**config.mk**
```make
export PLATFORM = sky130hd
export DESIGN_NAME = sram_phase_sequencer
export DESIGN_NICKNAME = d
export VERILOG_FILES = /design/src/rtl/sram_phase_sequencer.sv
export SDC_FILE = /design/constraint.sdc
export NUM_CORES = 1
export LEC_CHECK = 0
export CORE_MARGIN = 2
export CORE_UTILIZATION = 41
export DETAILED_ROUTE_END_ITERATION = 7
export HOLD_SLACK_MARGIN = 0.15
export MAX_ROUTING_LAYER = met4
export PLACE_DENSITY = 0.88
export SETUP_SLACK_MARGIN = 0.5
export SYNTH_ARGS = -nofsm -noshare
export SYNTH_HDL_FRONTEND = slang
export SYNTH_SLANG_ARGS = --single-unit
```
**constraint.sdc**
```tcl
create_clock -name Clock -period 4.35 [get_ports Clock]
set_clock_uncertainty 0.05 [all_clocks]
set_input_delay 0.435 -clock Clock [delete_from_list [all_inputs] [get_ports Clock]]
set_output_delay 0.435 -clock Clock [all_outputs]
set_load 0.01 [all_outputs]
```
**src/rtl/sram_phase_sequencer.sv**
```systemverilog
// Sequences one shared SRAM port through idle/display, serial load, and an ordered
// chain of processing stages, with optional per-stage watchdog abort.
module sram_phase_sequencer #(
  parameter int NUM_STAGES    = 3,
  parameter int ADDR_W        = 18,
  parameter int DATA_W        = 16,
  parameter int LOAD_TIMEOUT  = 50000000,
  parameter int STAGE_TIMEOUT = 0
) (
  input  logic                                  Clock,
  input  logic                                  Reset,
  input  logic                                  Rx_line,
  input  logic [ADDR_W-1:0]                     Loader_address,
  input  logic [DATA_W-1:0]                     Loader_write_data,
  input  logic                                  Loader_we_n,
  input  logic [NUM_STAGES-1:0][ADDR_W-1:0]     Stage_address,
  input  logic [NUM_STAGES-1:0][DATA_W-1:0]     Stage_write_data,
  input  logic [NUM_STAGES-1:0]                 Stage_we_n,
  input  logic [ADDR_W-1:0]                     Display_address,
  input  logic [NUM_STAGES-1:0]                 Stage_finish,
  input  logic [NUM_STAGES-1:0]                 Stage_skip,
  output logic [ADDR_W-1:0]                     SRAM_address,
  output logic [DATA_W-1:0]                     SRAM_write_data,
  output logic                                  SRAM_we_n,
  output logic [NUM_STAGES-1:0]                 Stage_start,
  output logic                                  Loader_initialize,
  output logic                                  Loader_enable,
  output logic                                  Display_enable,
  output logic [$clog2(NUM_STAGES+2)-1:0]       Phase,
  output logic                                  Timeout_error
);

  localparam int PH_W  = $clog2(NUM_STAGES + 2);
  localparam int IDX_W = (NUM_STAGES > 1) ? $clog2(NUM_STAGES) : 1;
  localparam int LT_W  = (LOAD_TIMEOUT > 1) ? $clog2(LOAD_TIMEOUT) : 1;
  localparam int ST_W  = (STAGE_TIMEOUT > 1) ? $clog2(STAGE_TIMEOUT) : 1;

  typedef enum logic [1:0] {S_IDLE, S_LOAD, S_STAGE} state_t;

  state_t             state_q, state_d;
  logic [IDX_W-1:0]   stage_q, stage_d;
  logic [LT_W-1:0]    load_timer_q, load_timer_d;
  logic [ST_W-1:0]    stage_cnt_q, stage_cnt_d;
  logic [PH_W-1:0]    phase_q, phase_d;
  logic               init_q, init_d;
  logic               enable_q, enable_d;
  logic               disp_q, disp_d;
  logic               tout_q, tout_d;
  logic               advance;
  int                 first_idx;
  logic [IDX_W:0]     sel;

  // Returns {found, index} of the lowest unskipped stage at or above 'first'.
  function automatic logic [IDX_W:0] find_stage(input logic [NUM_STAGES-1:0] skip,
                                                input int first);
    logic [IDX_W:0] r;
    r = '0;
    for (int i = NUM_STAGES - 1; i >= 0; i--) begin
      if (i >= first && !skip[i]) r = {1'b1, IDX_W'(i)};
    end
    return r;
  endfunction

  always_ff @(posedge Clock or posedge Reset) begin
    if (Reset) begin
      state_q      <= S_IDLE;
      stage_q      <= '0;
      load_timer_q <= '0;
      stage_cnt_q  <= '0;
      phase_q      <= '0;
      init_q       <= 1'b0;
      enable_q     <= 1'b0;
      disp_q       <= 1'b1;
      tout_q       <= 1'b0;
    end else begin
      state_q      <= state_d;
      stage_q      <= stage_d;
      load_timer_q <= load_timer_d;
      stage_cnt_q  <= stage_cnt_d;
      phase_q      <= phase_d;
      init_q       <= init_d;
      enable_q     <= enable_d;
      disp_q       <= disp_d;
      tout_q       <= tout_d;
    end
  end

  always_comb begin
    state_d      = state_q;
    stage_d      = stage_q;
    load_timer_d = load_timer_q;
    stage_cnt_d  = stage_cnt_q;
    phase_d      = phase_q;
    init_d       = 1'b0;
    enable_d     = 1'b0;
    disp_d       = disp_q;
    tout_d       = tout_q;
    advance      = 1'b0;
    first_idx    = 0;
    sel          = '0;

    case (state_q)
      S_IDLE: begin
        disp_d = 1'b1;
        if (!Rx_line) begin
          state_d      = S_LOAD;
          init_d       = 1'b1;
          disp_d       = 1'b0;
          load_timer_d = '0;
          tout_d       = 1'b0;
          phase_d      = PH_W'(1);
        end
      end
      S_LOAD: begin
        enable_d = init_q;
        // Loader activity restarts the idle window even on the terminal count.
        if (!Loader_we_n) begin
          load_timer_d = '0;
        end else if (load_timer_q == LT_W'(LOAD_TIMEOUT - 1)) begin
          advance   = 1'b1;
          first_idx = 0;
        end else begin
          load_timer_d = load_timer_q + LT_W'(1);
        end
      end
      S_STAGE: begin
        if (Stage_finish[stage_q]) begin
          advance   = 1'b1;
          first_idx = int'(stage_q) + 1;
        end else if (STAGE_TIMEOUT > 0 && stage_cnt_q == ST_W'(STAGE_TIMEOUT - 1)) begin
          state_d = S_IDLE;
          phase_d = '0;
          disp_d  = 1'b1;
          tout_d  = 1'b1;
        end else if (STAGE_TIMEOUT > 0) begin
          stage_cnt_d = stage_cnt_q + ST_W'(1);
        end
      end
      default: begin
        state_d = S_IDLE;
        phase_d = '0;
        disp_d  = 1'b1;
      end
    endcase

    // Stage selection samples the skip mask only here.
    if (advance) begin
      sel = find_stage(Stage_skip, first_idx);
      if (sel[IDX_W]) begin
        state_d     = S_STAGE;
        stage_d     = sel[IDX_W-1:0];
        stage_cnt_d = '0;
        phase_d     = PH_W'(2) + PH_W'(sel[IDX_W-1:0]);
      end else begin
        state_d = S_IDLE;
        phase_d = '0;
        disp_d  = 1'b1;
      end
    end
  end

  always_comb begin
    Stage_start = '0;
    if (state_q == S_STAGE) Stage_start[stage_q] = 1'b1;
  end

  always_comb begin
    SRAM_address    = Display_address;
    SRAM_write_data = '0;
    SRAM_we_n       = 1'b1;
    case (state_q)
      S_LOAD: begin
        SRAM_address    = Loader_address;
        SRAM_write_data = Loader_write_data;
        SRAM_we_n       = Loader_we_n;
      end
      S_STAGE: begin
        SRAM_address    = Stage_address[stage_q];
        SRAM_write_data = Stage_write_data[stage_q];
        SRAM_we_n       = Stage_we_n[stage_q];
      end
      default: ;
    endcase
  end

  assign Phase             = phase_q;
  assign Loader_initialize = init_q;
  assign Loader_enable     = enable_q;
  assign Display_enable    = disp_q;
  assign Timeout_error     = tout_q;

endmodule

```
# After elaboration in Yosys (flattened, before gate mapping)
# Cells that the tools add are included.
[classes]
add_sub_neg = 3
order_cmp = 5
eq_ne = 7
n_mux = 43
reduce_logical = 13
[op_table]
columns = ["cell", "count"]
rows = [
  ["$mux W26", 3],
  ["$pmux W26 S2", 1],
  ["$bmux W18 S2", 1],
  ["$pmux W18 S2", 1],
  ["$bmux W16 S2", 1],
  ["$ge A1 B32 Y1 const A", 1],
  ["$ge A2 B32 Y1 const A", 1],
  ["$ge A3 B32 Y1 const A", 1],
  ["$pmux W16 S2", 1],
  ["$mux W3", 10],
  ["$add A26 B1 Y26 const B", 1],
  ["$eq A26 B26 Y1 const B", 1],
  ["$mux W18", 1],
  ["$mux W16", 1],
  ["$mux W1", 12],
  ["$mux W2", 3],
  ["$ne A3 B3 Y1 const B", 2],
  ["$pmux W1 S2", 3],
  ["$pmux W3 S2", 1],
  ["$bmux W1 S2", 2],
  ["$logic_and A1 B1 Y1", 4],
  ["$pmux W2 S2", 1],
  ["$reduce_and A2 Y1", 2],
  ["$add A2 B1 Y3 const B", 1],
  ["other kinds (13)", 15],
]
[word_totals]
reg_bits = 36
in_bits = 167
wordCells = 78

# Logic depth before layout (Yosys ltp)
# Gate-level depths: netlist (run 1).
[depth]
word_depth = 13
ltp_mapped = 9

# Worst setup path after synthesis (run 1)
# OpenSTA, ideal clock, no wires.
[synth_path]
kind = "reg2out"
start = "register stage_q[0]"
end = "output SRAM_address[2]"
arrival_time_ps = 1900
path_slack_ps = 1965
path_stages_with_launch = 7
cell_sequence = "dfrtp_1 buf_1 buf_1 mux2i_1 o21ai_0 a221oi_1 nor2_1"
[synth_between]
elab_chain_cells = 3
[synth_lines]
columns = ["item", "line_no", "rtl"]
rows = [
  ["start, declared", "41", "logic [IDX_W-1:0] stage_q, stage_d;"],
  ["start signal, assigned", "77", "stage_q <= stage_d;"],
  ["$bmux W18 S2", "178", "SRAM_address = Stage_address[stage_q];"],
  ["$mux W18 (not written as such)", "178", ""],
  ["$pmux W18 S2", "171", "case (state_q)"],
  ["end, declared", "22", "output logic [ADDR_W-1:0] SRAM_address,"],
]
# No other way between the ends. The select of a mux whose other input is x is not followed.

# Worst setup path after layout (run 1)
[layout_path]
start = "register state_q[1]"
end = "output SRAM_we_n"
[layout_between]
elab_chain_cells = 2
[layout_lines]
columns = ["item", "line_no", "rtl"]
rows = [
  ["start, declared", "40", "state_t state_q, state_d;"],
  ["start signal, assigned", "76", "state_q <= state_d;"],
  ["$eq A2 B2 Y1 or $eq A2 B1 Y1 (tied branches)", "171", ""],
  ["$pmux W1 S2 *", "171", ""],
  ["end, declared", "24", "output logic SRAM_we_n,"],
]
# Mark *: on every way between the ends. The rest lies on a longest branch, timed or not.

==> results of run 1 <==
[synthesized netlist by cell type (2+ instances only)]
master    number
nor2_1        71
o21ai_0       54
nand2_1       52
mux2i_1       37
dfrtp_1       35
clkbuf_1      29
a221oi_1      18
a22oi_1       16
inv_1         15
xnor2_1       14
ha_1           9
nand3_1        9
nor3_1         8
a21oi_1        7
and2_1         7
a31oi_1        6
buf_1          6
nor4_1         6
and3_1         5
or3_1          5
nand4_1        4
nor2b_1        3
o31ai_1        3
nor4b_1        2
o211ai_1       2
o21a_1         2
o41ai_1        2
[worst max-delay path: stages, from the launching register on]
cell,delay (ps)
dfrtp_1,420
inv_1,120
ha_1,690
buf_4,390
nand2_1,210
nand3_1,180
clkdlybuf4s50_1,560
[cell type report]
type                    count  area share (%)
clock inverters             3           0.757
inverters                  15            1.00
clock buffers               5            1.22
well taps                 105            2.34
multi-input cells         366            40.3
repair buffers            217            38.3
flip-flops and latches     36            16.1
[per-stage QoR]
| stage | setup WS, ps | power (mW) | std cells | cell area (µm²) |
|---|---|---|---|---|
| after floorplan | 1970 | 0.939 | 455 | 3380 |
| after global placement | 1440 | 1.50 | 739 | 5510 |
| after detailed placement | 1320 | 1.52 | 739 | 5510 |
| after CTS | 998 | 1.82 | 747 | 5620 |
| after global routing | 841 | 1.94 | 747 | 5620 |
| final | 979 | 1.82 | 747 | 5620 |
[flip-flops by register name, summed over array words and instances, names as in the netlist]
register	cells
state_q	2
load_timer_q	26
Display_enable	1
Phase	3
stage_q	2
Loader_initialize	1
Loader_enable	1
[cells in the final DEF, fill, tap and decap left out, drive strengths merged, types with 3 or more instances in the layout]
cell,instances
a21oi,7
a221oi,18
a22oi,16
a31oi,6
and2,7
and3,5
buf,7
clkbuf,5
clkdlybuf4s50,210
dfrtp,35
ha,9
inv,15
mux2i,37
nand2,52
nand3,9
nand4,4
nor2,71
nor2b,3
nor3,8
nor4,6
o21ai,54
o31ai,3
or3,5
xnor2,14
[power groups by stage]
stage | logic, mW | clock network, mW | registers, mW
after floorplan | 0.544 | 0 | 0.395
after global placement | 1.11 | 0 | 0.391
after detailed placement | 1.13 | 0 | 0.393
after CTS | 1.13 | 0.298 | 0.386
after global routing | 1.23 | 0.316 | 0.391
final | 1.14 | 0.296 | 0.387
[layer usage]
layer	global-route usage (%)	part of all wire, %	vias to the layer above
met4	8.82	2.6	0
met3	6.07	8.4	23
met1	37.0	40	1997
met5	-	0	-
met2	47.0	49	185
li1	-	-	2006
[cell families (layout without fill, tap and decap cells)]
logic type | Yosys count | count (layout) | share of synthesized area, %
buffers and inverters | 53 | 240 | 6.26
xor gates and xnor gates | 14 | 14 | 3.63
adders and majority gates | 9 | 9 | 3.33
DFF | 36 | 36 | 26.7
and+or+nand+nor | 181 | 181 | 24.5
other | 1 | 1 | 0.111
muxes | 38 | 38 | 11.3
AOI/OAI and AO/OA | 123 | 123 | 24.2
[worst max-delay path by stage]
stage,startpoint,end,slack [ps],depth (start not counted)
CTS,state_q[1],SRAM_we_n,1000,6
floorplan,stage_q[0],SRAM_address[2],1970,6
finish,state_q[1],SRAM_we_n,980,6
global route,stage_q[1],SRAM_address[13],840,8
detailed placement,state_q[1],SRAM_we_n,1320,6
global placement,state_q[1],SRAM_we_n,1440,6
==> flow_summary_export.csv, run 1 <==
group,metric,value,unit
layout,layout-drive-gt1-share,3.74,%
layout,multiInputGateArea,2270,µm²
clock_network,root_buffer,"clkbuf_8",
clock_network,cts_tree,"yes",
power_and_ir_drop,p_int,1.11,mW
setup_path,worst_setup_path_end_kind,"output pin",
setup_path,crit_path_start_kind,"flip-flop",
synthesis,yosys-top-cells-area,"dfrtp_1 (26%), mux2i_1 (11%), o21ai_0 (8.0%)",
floorplanning,pin_count,212,
synthesis,yosysTopAreaCell,"dfrtp_1",
synthesis,syn_area_per_cell,7.42,µm²
global_routing,grt_pass1_vias,3958,
sta,rsz0062_at_grt,"no",
global_routing,globalRouteTotalUtil,29.2,%
sta,fmax,297,MHz
worst_hold_path,min_from,"load_timer_q[6]",
power_and_ir_drop,comb_power_share,62.5,%
placed_design,routabilityCongestion,0.899,
worst_hold_path,hold_path_depth,1,
synthesis,syn_nets,631,
layout,final_net_count,817,
sta,drv_slew,0,
global_routing,grt_max_degree,39,
detailed_routing,wl_per_cell,18.1,µm
layout,diodes,0,
detailed_routing,final_antenna_net_count,0,
setup_path,rrSetupSlack,1320,ps
sta,hold_slack,430,ps
clock_network,cts_made_buffers,5,
floorplanning,core_area,8090,µm²
clock_network,cts_buffer_depth,2,
clock_network,ctsHoldBuffers,0,
global_routing,grt_antenna_before_repair,0,
run,max-cap-violations,0,
worst_hold_path,min_to,"load_timer_q[6]",
synthesis,ys.warnings.count,0,
detailed_routing,drtIter0Drc,231,
sta,setup_tns,0,ps
clock_network,cts_setup_buffers,0,
power_and_ir_drop,ir_drop,0.324,mV
synthesis,synth_edf_count,0,
detailed_routing,vias_per_cell,5.64,
power_and_ir_drop,leakage,2.34,nW
clock_network,cts_sinks,36,
sta,max_slew_margin,19.6,%
detailed_routing,num_vias,4211,
global_routing,grt_pass1_wl,20000,µm
synthesis,ys_seq_elements,36,
layout,area_growth_syn_to_layout,66.5,%
setup_path,r2r.worst_path.cells,7,
layout,nFillCells,647,
power_and_ir_drop,p_switching,0.718,mW
synthesis,netlist_area,3380,µm²
synthesis,synth.top_cell.area_share,25.9,%
outcome,outcome,"finished, final reports clean",
synthesis,async_flop_share,100,%
synthesis,ys_seq_area_share,26.7,%
detailed_routing,drcViolationCount,0,
setup_path,reg2reg_to,"Phase[1]",
detailed_routing,wl,13500,µm
floorplanning,die_area,8980,µm²
power_and_ir_drop,p_per_area,324,nW/µm²
power_and_ir_drop,clkPwrFrac,16.2,%
floorplanning,fp-row-count,33,
global_routing,overflow,0,
clock_network,h-tree-depth,2,
setup_path,critPathArrivalTime,2890,ps
placed_design,io_buffers,210,
synthesis,synth_cell_types,55,
clock_network,cts_resized,0,
synthesis,postSynthCellCount,455,
floorplanning,initial_core_util,41.7,%
layout,regArea,903,µm²
power_and_ir_drop,p_seq_share,21.2,%
setup_path,crit_fanout,22,
layout,fin_util,69.5,%
sta,timing.final.crit_share,77.5,%
detailed_routing,drt_first_pass_iters,5,
setup_path,cp_data_required_time,3870,ps
worst_hold_path,hp-class,"reg2reg",
sta,hold_viol,0,
setup_path,worstReg2RegStart,"state_q[1]",
sta,worst_pin_slew,1200,ps
clock_network,clkLatencyLatePin,300,ps
floorplanning,die-height,94.8,µm
sta,setup_violations,0,
power_and_ir_drop,p_sw_share,39.4,%
clock_network,path_clk_slew,70,ps
setup_path,path_class,"reg2out",
floorplanning,fp.dieW,94.8,µm
sta,min_period,3370,ps
synthesis,synth_flop_cell,"dfrtp_1",
placed_design,hpwl,10500,µm
No activity file was read; power rests on OpenSTA's default activity.
==> inputs of run 2 (changes only) <==
- CORE_UTILIZATION: 41 -> 38
- PLACE_DENSITY: 0.88 -> 0.83
- clock period: 4.35 -> 3.27 ns (I/O delays scaled with it)
==> flow_summary_export.csv, run 2 (synthesis results as in run 1) <==
group,metric,value,unit
setup_path,crit_path_start_kind,"flip-flop",
placed_design,dp.cells,748,
sta,max_slew_margin,50.1,%
layout,regMostFlops,"load_timer_q",
global_routing,overflow,0,
setup_path,critPathMaxStageDelay,570,ps
placed_design,hpwl,11400,µm
floorplanning,die_area,9660,µm²
power_and_ir_drop,ir_drop,0.552,mV
clock_network,cts_sinks,36,
clock_network,cts_tree,"yes",
sta,timing.final.crit_share,81.0,%
setup_path,worstReg2RegStart,"stage_q[0]",
layout,largest_reg_flops,26,
layout,layout.cells.non_filler,766,
sta,worst_pin_slew,746,ps
sta,setup_tns,0,ps
placed_design,io_buffers,210,
power_and_ir_drop,p_sw_share,40.1,%
sta,min_period,2650,ps
layout,layout-drive-gt1-share,5.94,%
power_and_ir_drop,p_int,1.45,mW
layout,final_net_count,832,
clock_network,root_buffer,"clkbuf_8",
global_routing,globalRouteTotalUtil,29.5,%
floorplanning,initial_core_util,38.9,%
global_routing,grt_pass1_wl,21900,µm
detailed_routing,drt_first_pass_iters,7,
run,max-cap-violations,0,
setup_path,crit_fanout,12,
floorplanning,fp.dieW,98.3,µm
detailed_routing,wl,14900,µm
setup_path,crit_buf_inv,3,
power_and_ir_drop,p_seq_share,21.4,%
layout,final_cell_mix,"clkdlybuf4s50_1 (210), nor2_1 (71), o21ai_0 (54)",
sta,setup_violations,0,
placed_design,dpl_worst_slack,623,ps
setup_path,r2r.worst_path.cells,7,
layout,fin_util,66.3,%
setup_path,path_class,"reg2out",
detailed_routing,final_antenna_net_count,0,
power_and_ir_drop,finalPower,2.42,mW
floorplanning,pin_count,212,
clock_network,cts_made_buffers,5,
layout,nFillCells,706,
placed_design,routabilityCongestion,0.977,
power_and_ir_drop,leakage,2.41,nW
floorplanning,die-height,98.3,µm
setup_path,cp_cell_sequence,"buf_4, buf_6, mux2i_1, o21ai_0, a22oi_1, nor2_1, clkdlybuf4s50_1",
floorplanning,core_area,8680,µm²
clock_network,clkLatencyLatePin,290,ps
power_and_ir_drop,p_per_area,421,nW/µm²
setup_path,path_delay_family,"buffers and inverters",
setup_path,critPathArrivalTime,2270,ps
detailed_routing,drcViolationCount,0,
setup_path,rrSetupSlack,660,ps
clock_network,path_clk_slew,70,ps
sta,drv_slew,0,
setup_path,worst_setup_path_end_kind,"output pin",
setup_path,cp_data_required_time,2890,ps
worst_hold_path,hp-class,"in2async",
sta,rsz0062_at_grt,"no",
floorplanning,fp-row-count,34,
outcome,outcome,"finished, final reports clean",
detailed_routing,vias_per_cell,5.62,
setup_path,slowest_stage,"dfrtp_4",
setup_path,reg2reg_to,"state_q[1]",
detailed_routing,wl_per_cell,19.4,µm
global_routing,grt_max_degree,39,
clock_network,cts_buffer_depth,2,
sta,fmax,377,MHz
layout,area_growth_syn_to_layout,70.4,%
global_routing,grt_antenna_before_repair,1,
global_routing,grt_pass1_vias,4012,
power_and_ir_drop,comb_power_share,64.8,%
power_and_ir_drop,clkPwrFrac,13.8,%
detailed_routing,drtIter0Drc,301,
layout,final_common_cell,"clkdlybuf4s50_1",
power_and_ir_drop,p_switching,0.972,mW
sta,hold_viol,0,
detailed_routing,num_vias,4305,
clock_network,h-tree-depth,2,
sta,timing.final.ws_setup,621,ps
==> run 2: worst max-delay path by stage <==
stage	from	to	slack, ps	depth (start not counted)
4_1_cts	stage_q[0]	SRAM_address[16]	540	6
6_report	stage_q[0]	SRAM_write_data[7]	620	7
3_3_place_gp	stage_q[0]	SRAM_address[17]	660	6
2_1_floorplan	load_timer_q[7]	Display_enable	920	6
3_5_place_dp	stage_q[0]	SRAM_address[16]	620	6
5_1_grt	state_q[1]	SRAM_address[16]	490	7
==> run 2: per-layer routing <==
metal  routed length (µm)  vias up  share of wire (%)  GRT usage [%]
met3                 1490       24                 10           7.73
met2                 6710      219                 45           43.8
met1                 6360     2027                 43           40.4
li1                     -     2035                  -              -
met4                  310        0                2.1           7.27
met5                    0        -                  0              -
==> run 2: power by group through the flow <==
stage                     Clock (mW)  Combinational (mW)  Sequential, mW
after floorplan                    0               0.724           0.526
after global placement             0                1.52           0.523
after detailed placement           0                1.54           0.526
after CTS                      0.337                1.55           0.517
after global routing           0.361                1.69           0.524
final                          0.334                1.57           0.518
==> run 2: per-stage QoR <==
stage,hold WS [ps],cell area (µm²)
after global routing,439,5750
after global placement,408,5570
after floorplan,343,3380
after detailed placement,411,5570
final,395,5750
after CTS,410,5680
==> run 2: layout make-up <==
type / instances / area (µm²) / share of cell area, %
Clock buffer: 8 / 90.1 / 1.57
Antenna cell: 1 / 2.50 / 0.0435
Tap cell: 108 / 135 / 2.35
Timing Repair Buffer: 232 / 2290 / 39.9
Inverter: 15 / 56.3 / 0.978
Sequential cell: 36 / 907 / 15.8
Multi-Input combinational cell: 366 / 2270 / 39.4
==> run 2: worst min-delay path, cell delays in order <==
cell and delay, ps:
clkdlybuf4s50_1 400, inv_1 50, buf_4 410
==> run 2: what timing repair did <==
action	4_1_cts	5_1_grt
setup endpoints to repair	24	32
setup buffers	1	8
resized for setup	1	5
hold buffers	0	0
==> inputs of run 3 (changes only) <==
- CORE_UTILIZATION: 38 -> 34
- PLACE_DENSITY: 0.83 -> 0.78
- clock period: 3.27 -> 2.3 ns (I/O delays scaled with it)
==> flow_summary_export.csv, run 3 (synthesis results as in run 1) <==
group,metric,value,unit
layout,largest_reg_flops,26,
detailed_routing,drcViolationCount,0,
layout,final_common_cell,"clkdlybuf4s50_1",
detailed_routing,final_antenna_net_count,0,
layout,diodes,0,
detailed_routing,wl,17900,µm
layout,fin_util,73.9,%
detailed_routing,drt_first_pass_iters,5,
layout,layout-drive-gt1-share,36.2,%
floorplanning,initial_core_util,34.7,%
clock_network,cts_sinks,36,
detailed_routing,vias_per_cell,5.76,
clock_network,clkLatencyLatePin,300,ps
sta,hold_slack,291,ps
floorplanning,fp-row-count,36,
placed_design,io_buffers,210,
placed_design,place_area,5810,µm²
detailed_routing,wl_per_cell,20.9,µm
sta,setup_tns,-7.06,ps
setup_path,worst_setup_path_end_kind,"flip-flop",
setup_path,rrSetupSlack,-7,ps
detailed_routing,drtIter0Drc,461,
detailed_routing,num_vias,4939,
layout,design_area,7190,µm²
sta,max_slew_margin,66.6,%
worst_hold_path,hp-class,"in2async",
global_routing,grt_antenna_before_repair,0,
clock_network,cts_tree,"yes",
setup_path,cp_data_required_time,2490,ps
global_routing,globalRouteTotalUtil,29.1,%
floorplanning,fp.dieW,104,µm
floorplanning,pin_count,212,
placed_design,hpwl,11000,µm
clock_network,path_clk_slew,80,ps
floorplanning,core_area,9730,µm²
setup_path,path_class,"reg2reg",
setup_path,worstReg2RegStart,"load_timer_q[16]",
clock_network,ctsHoldBuffers,0,
setup_path,reg2reg_to,"Display_enable",
sta,min_period,2310,ps
setup_path,r2r.worst_path.cells,5,
layout,area_growth_syn_to_layout,113,%
layout,regMostFlops,"load_timer_q",
run,max-cap-violations,0,
power_and_ir_drop,leakage,3.12,nW
layout,final_cell_mix,"clkdlybuf4s50_1 (172), nor2_1 (70), buf_4 (40)",
sta,drv_slew,0,
clock_network,cts_made_buffers,5,
global_routing,grt_pass1_wl,24800,µm
clock_network,h-tree-depth,2,
setup_path,critPathArrivalTime,2490,ps
placed_design,routabilityCongestion,0.964,
floorplanning,die-height,104,µm
setup_path,crit_path_start_kind,"flip-flop",
setup_path,crit_fanout,2,
global_routing,grt_pass1_vias,4527,
outcome,outcome,"finished with violations",
sta,timing.final.ws_setup,-7.06,ps
floorplanning,die_area,10700,µm²
clock_network,cts_buffer_depth,2,
sta,hold_viol,0,
sta,worst_pin_slew,494,ps
sta,setup_violations,1,
power_and_ir_drop,p_per_area,553,nW/µm²
global_routing,overflow,0,
sta,rsz0062_at_grt,"yes",
sta,timing.final.crit_share,100,%
sta,fmax,433,MHz
outcome,violations,"negative setup slack",
power_and_ir_drop,ir_drop,0.546,mV
layout,final_net_count,900,
clock_network,root_buffer,"clkbuf_8",
global_routing,grt_max_degree,37,
-- run 3: changes by cell type in the layout (fill, tap and decap cells not counted), sizes merged --
cell           delta
diode             -1
clkdlybuf4s50    -38
nand3             +1
buf             +103
bufbuf            +1
-- run 3: worst max path at each step --
| stage | cells past startpoint | startpoint | slack, ps | endpoint |
|---|---|---|---|---|
| final | 5 | load_timer_q[16] | -7 | Display_enable |
| after global routing | 9 | stage_q[0] | -50 | SRAM_write_data[5] |
| after CTS | 6 | stage_q[0] | 40 | SRAM_address[6] |
| after detailed placement | 5 | load_timer_q[10] | 20 | Display_enable |
| after global placement | 5 | load_timer_q[10] | 50 | Display_enable |
| after floorplan | 6 | load_timer_q[7] | 20 | Display_enable |
-- run 3: critical path, cell delays in order (launching register included) --
cell and delay (ps):
dfrtp_1 400, or4b_1 530, or4_4 460, o2bb2a_4 220, or4_1 500, nand3_1 110
-- run 3: per-stage QoR --
step	total power, mW	setup slack (ps)	cells
2_1_floorplan	1.86	16.5	455
3_3_place_gp	3.03	45.3	792
3_5_place_dp	3.07	16.1	792
4_1_cts	3.59	44.0	830
5_1_grt	4.16	-53.9	857
6_report	3.97	-7.06	857
-- run 3: metal layers --
| metal | wire length, µm | GRT usage [%] | up-vias | part of all wire, % |
|---|---|---|---|---|
| li1 | - | - | 2177 | - |
| met1 | 6450 | 31.8 | 2377 | 36 |
| met2 | 9280 | 53.5 | 295 | 52 |
| met3 | 1330 | 5.98 | 90 | 7.4 |
| met4 | 872 | 8.01 | 0 | 4.9 |
| met5 | 0 | - | - | 0 |
-- run 3: cell type report --
class / instances / area [µm²]
fill: 655 / 2540
multi-input combinational: 367 / 2980
timing repair buffer: 299 / 2970
tap: 133 / 166
inverter: 15 / 58.8
sequential: 36 / 908
clock buffer: 7 / 96.3
-- run 3: power by group --
group          internal, mW  switching [mW]
clock network         0.267           0.230
registers             0.694          0.0494
logic                  1.33            1.41
-- run 3: timing repair --
item,4_1_cts,5_1_grt
setup buffers,24,24
cloned,7,3
setup endpoints to repair,72,72
gates resized for setup,216,183
pin swaps,31,66
==> patch 1, RTL diff (config.mk and constraints of run 3) <==
Put one more register stage on the output `Phase`. The value now appears one clock later. The other outputs are not delayed to match.
--- a/src/rtl/sram_phase_sequencer.sv
+++ b/src/rtl/sram_phase_sequencer.sv
@@ -185,3 +185,5 @@
 
-  assign Phase             = phase_q;
+  always_ff @(posedge Clock) begin
+    Phase <= phase_q;
+  end
   assign Loader_initialize = init_q;
Behaviour: not the same (Yosys sat finds a counterexample within 4 cycles, from zero or initial values and one cycle with Reset high).
==> patch 1 against run 3 <==
Synthesized area is 9.3% higher; utilization is 1.2 points higher; sequential cell count is 3 higher; fmax is 6.0% higher; global-route usage is 3.5 points higher; routed wire length is 18% higher; final area is 12% higher; critical path depth is 2 higher; setup slack better by 130 ps.
Power is not compared: it rests on default switching activity, and its combinational part moved more than twofold at a synthesized area within 25%.
==> patch 1: results (changes against run 3) <==
| Metric | Value |
|---|---|
| Status | `finished, final reports clean (was finished with violations)` |
| GR Layer Usage met1 | `0.344 (was 0.318)` |
| Met3 usage | `0.0772 (was 0.0598)` |
| Post-CTS sizing | `318 (was 216)` |
| Syn Nets | `665 (was 631)` |
| Setup Buffers After CTS | `50 (was 24)` |
| Final hold slack | `297 ps (was 291 ps)` |
| Worst slack, placed | `17.5 ps (was 16.1 ps)` |
| DRT Pass-1 Iters | `7 (was 5)` |
| DR vias | `5467 (was 4939)` |
| R2R depth | `8 (was 5)` |
| Placed cell area | `0.00608 mm2 (was 0.00581 mm2)` |
| Initial antenna violation count | `1 (was 0)` |
| Layout cells sized above 1 | `0.394 (was 0.362)` |
| Post-Synthesis Cells | `489 (was 455)` |
| Adder-cell share of the synthesized area | `0.0305 (was 0.0333)` |
| Placer Congestion | `0.933 (was 0.964)` |
| Number of global-route vias before repair | `5238 (was 4527)` |
| Reg2Reg Capture Point | `load_timer_q[12] (was Display_enable)` |
| Mux cell area share after synthesis | `0.109 (was 0.113)` |
| Iteration-0 DRC Markers | `450 (was 461)` |
| Worst relative slew slack | `0.567 (was 0.666)` |
| Layout area overhead | `118% (was 113%)` |
| Top cells by area, synth | `dfrtp_1, mux2i_1, o21ai_0 (unchanged)` |
| Ys async rst share | `0.923 (was 1.00)` |
| HPWL after detailed placement | `11800 um (was 11000 um)` |
| WL final | `21200 um (was 17900 um)` |
| Synth cell types | `56 (was 55)` |
| Post-synthesis sequential area ratio | `0.261 (was 0.267)` |
| Post-synthesis compound-gate area fraction | `0.266 (was 0.242)` |
| Maximum fanout along the worst path | `7 (was 2)` |
| GRT Total Usage | `0.326 (was 0.291)` |
| Worst r2r src | `state_q[0] (was load_timer_q[16])` |
| Inst Count DP | `819 (was 792)` |
| Synth Area in XOR/XNOR | `0 (was 0.0363)` |
| First-pass GRT wire length | `28800 um (was 24800 um)` |
-- patch 1: final cells by class --
class	count	area (um2)	area share
Multi-Input combinational cell	403	3420	0.426
Timing Repair Buffer	317	3320	0.413
Sequential cell	39	977	0.122
Tap cell	140	175	0.0218
Clock buffer	5	68.8	0.00857
Inverter	12	53.8	0.00670
Clock inverter	3	15.0	0.00187
Antenna cell	2	5.00	0.000623
-- patch 1: how the worst max path moves through the flow --
stage | endpoint | startpoint | depth (start not counted) | slack (ps)
2_1_floorplan | stage_q[0] | state_q[1] | 10 | 330
3_3_place_gp | SRAM_address[16] | Stage_address[52] | 6 | 50
3_5_place_dp | SRAM_address[16] | Stage_address[52] | 6 | 20
4_1_cts | SRAM_address[17] | stage_q[1] | 7 | 140
5_1_grt | SRAM_address[2] | stage_q[1] | 7 | 50
6_report | SRAM_address[4] | stage_q[1] | 7 | 120
-- patch 1: power by group through the flow --
| stage | logic, mW | clock network (mW) | registers (mW) |
|---|---|---|---|
| finish | 0.584 | 0.482 | 0.694 |
| global route | 0.613 | 0.513 | 0.695 |
| CTS | 0.539 | 0.476 | 0.694 |
| detailed placement | 0.513 | 0 | 0.709 |
| global placement | 0.507 | 0 | 0.708 |
| floorplan | 0.133 | 0 | 0.707 |
-- patch 1: critical path, cell delays in order (launching register included) --
cell and delay (ps):
dfrtp_2 490, buf_12 170, buf_4 120, mux2i_2 240
o21ai_2 90, a221oi_2 260, nor2_1 70, buf_2 150
-- patch 1: layer usage --
| metal | share of wire | up-vias |
|---|---|---|
| met1 | 0.33 | 2577 |
| met5 | 0 | - |
| met2 | 0.51 | 363 |
| li1 | - | 2418 |
| met3 | 0.094 | 109 |
| met4 | 0.061 | 0 |
==> patch 2, RTL diff (settings of run 3) <==
Without the edit above. Set the parameter `LOAD_TIMEOUT` to 25000000 (it was 50000000).
--- a/src/rtl/sram_phase_sequencer.sv
+++ b/src/rtl/sram_phase_sequencer.sv
@@ -6,3 +6,3 @@
   parameter int DATA_W        = 16,
-  parameter int LOAD_TIMEOUT  = 50000000,
+  parameter int LOAD_TIMEOUT  = 25000000,
   parameter int STAGE_TIMEOUT = 0
Behaviour: no difference found for any inputs over 10 cycles, from zero or initial values and one cycle with Reset high; that may be too few to reach the edited logic, so the function may still have changed.
==> patch 2 against run 3 <==
Setup slack better by 110 ps; synthesized area unchanged; synthesized cell count down 2.2%; final area down 0.57%; sequential share of layout area down 0.29 points; sequential cell count down 1; combinational power up 12%; sequential power down 3.0%; routed wire length down 1.9%; first-iteration DRC count down 31%; total power up 6.2%; fmax up 4.8%; critical path type is now flip-flop to output pin; largest cell class is now buffers.
==> patch 2: results (changes against run 3) <==
| Metric | Value |
|---|---|
| Status | `finished, final reports clean (was finished with violations)` |
| Worst slack, placed | `-50.5 ps (was 16.1 ps)` |
| GRT Total Usage | `0.308 (was 0.291)` |
| Largest net degree at the start of global routing | `29 (was 37)` |
| Seq group | `0.722 mW (was 0.744 mW)` |
| Number of global-route vias before repair | `4613 (was 4527)` |
| HPWL after detailed placement | `10700 um (was 11000 um)` |
| Iteration-0 DRC Markers | `318 (was 461)` |
| Net Sw Frac | `0.402 (was 0.424)` |
| Post-synth top cells | `o21ai_0, nand2_1, mux2i_1 (was nor2_1, o21ai_0, nand2_1)` |
| Top cells by area, synth | `dfrtp_1, mux2i_1, o21ai_0 (unchanged)` |
| Final hold slack | `163 ps (was 291 ps)` |
| First-pass GRT wire length | `25900 um (was 24800 um)` |
| R2R setup slack | `120 ps (was -7 ps)` |
| Final Instance Count excl. Fillers | `853 (was 857)` |
| Worst vdd ir | `0.437 mV (was 0.546 mV)` |
| Synth cell types | `57 (was 55)` |
| Synthesized area per cell | `7.59 um2 (was 7.42 um2)` |
| CP Launch Point | `stage_q[0] (was load_timer_q[16])` |
| Leakage power | `3.24 nW (was 3.12 nW)` |
| R2R depth | `7 (was 5)` |
| Syn Nets | `621 (was 631)` |
| Layout cells sized above 1 | `0.344 (was 0.362)` |
| Period utilization | `0.957 (was 1.00)` |
| Clk pwr share | `0.105 (was 0.125)` |
| Worst setup endpoint | `SRAM_address[4] (was Display_enable)` |
==> patch 2: cell count changes after synthesis, sizes merged, moves of 4 or more <==
cell / run 3 / this run
o21ai: 54 / 59
a22oi: 16 / 35
nand3: 9 / 17
a221oi: 18 / 0
a21oi: 7 / 27
nor2: 71 / 31
clkbuf: 29 / 24
o31ai: 3 / 10
xnor2: 14 / 6
nor3: 8 / 3
or3: 5 / 1
nor2b: 3 / 17
==> patch 2: per-layer routing <==
layer / up-vias / global-route usage / routed length, um
met3: 51 / 0.0554 / 1330
met2: 260 / 0.548 / 9260
li1: 2188 / - / -
met1: 2312 / 0.356 / 6490
met4: 0 / 0.0859 / 519
met5: - / - / 0
==> patch 2: cell families (layout without fill, tap and decap cells) <==
group,Yosys count,after routing,synth area share
adder cells (fa/ha/maj),9,9,0.0333
multiplexers,39,39,0.118
other,1,1,0.00111
buffers and inverters,47,321,0.0578
XOR/XNOR,6,6,0.0156
flip-flops,35,35,0.260
AO/OA/AOI/OAI,152,152,0.278
AND/OR/NAND/NOR,156,157,0.237
==> patch 2: final cells by class <==
class,instances,area [um2],share of cell area
sequential,35,882,0.123
clock buffer,6,72.6,0.0102
tap,133,166,0.0233
inverter,12,45.0,0.00630
multi-input combinational,364,2830,0.395
clock inverter,2,12.5,0.00175
timing repair buffer,301,3140,0.440
==> patch 2: worst max-delay path, cell delays in order (launching register included) <==
cell	delay, ps
dfrtp_2	480
nor2b_4	190
buf_6	120
buf_12	90
buf_16	120
buf_6	90
nand2_2	40
o21ai_1	100
a22oi_1	100
a21oi_1	150
buf_2	150
==> patch 2: what timing repair did <==
item,CTS,global route
setup endpoints to repair,71,71
pin swaps,50,61
gates cloned,10,3
resized for setup,239,103
setup buffers,27,23
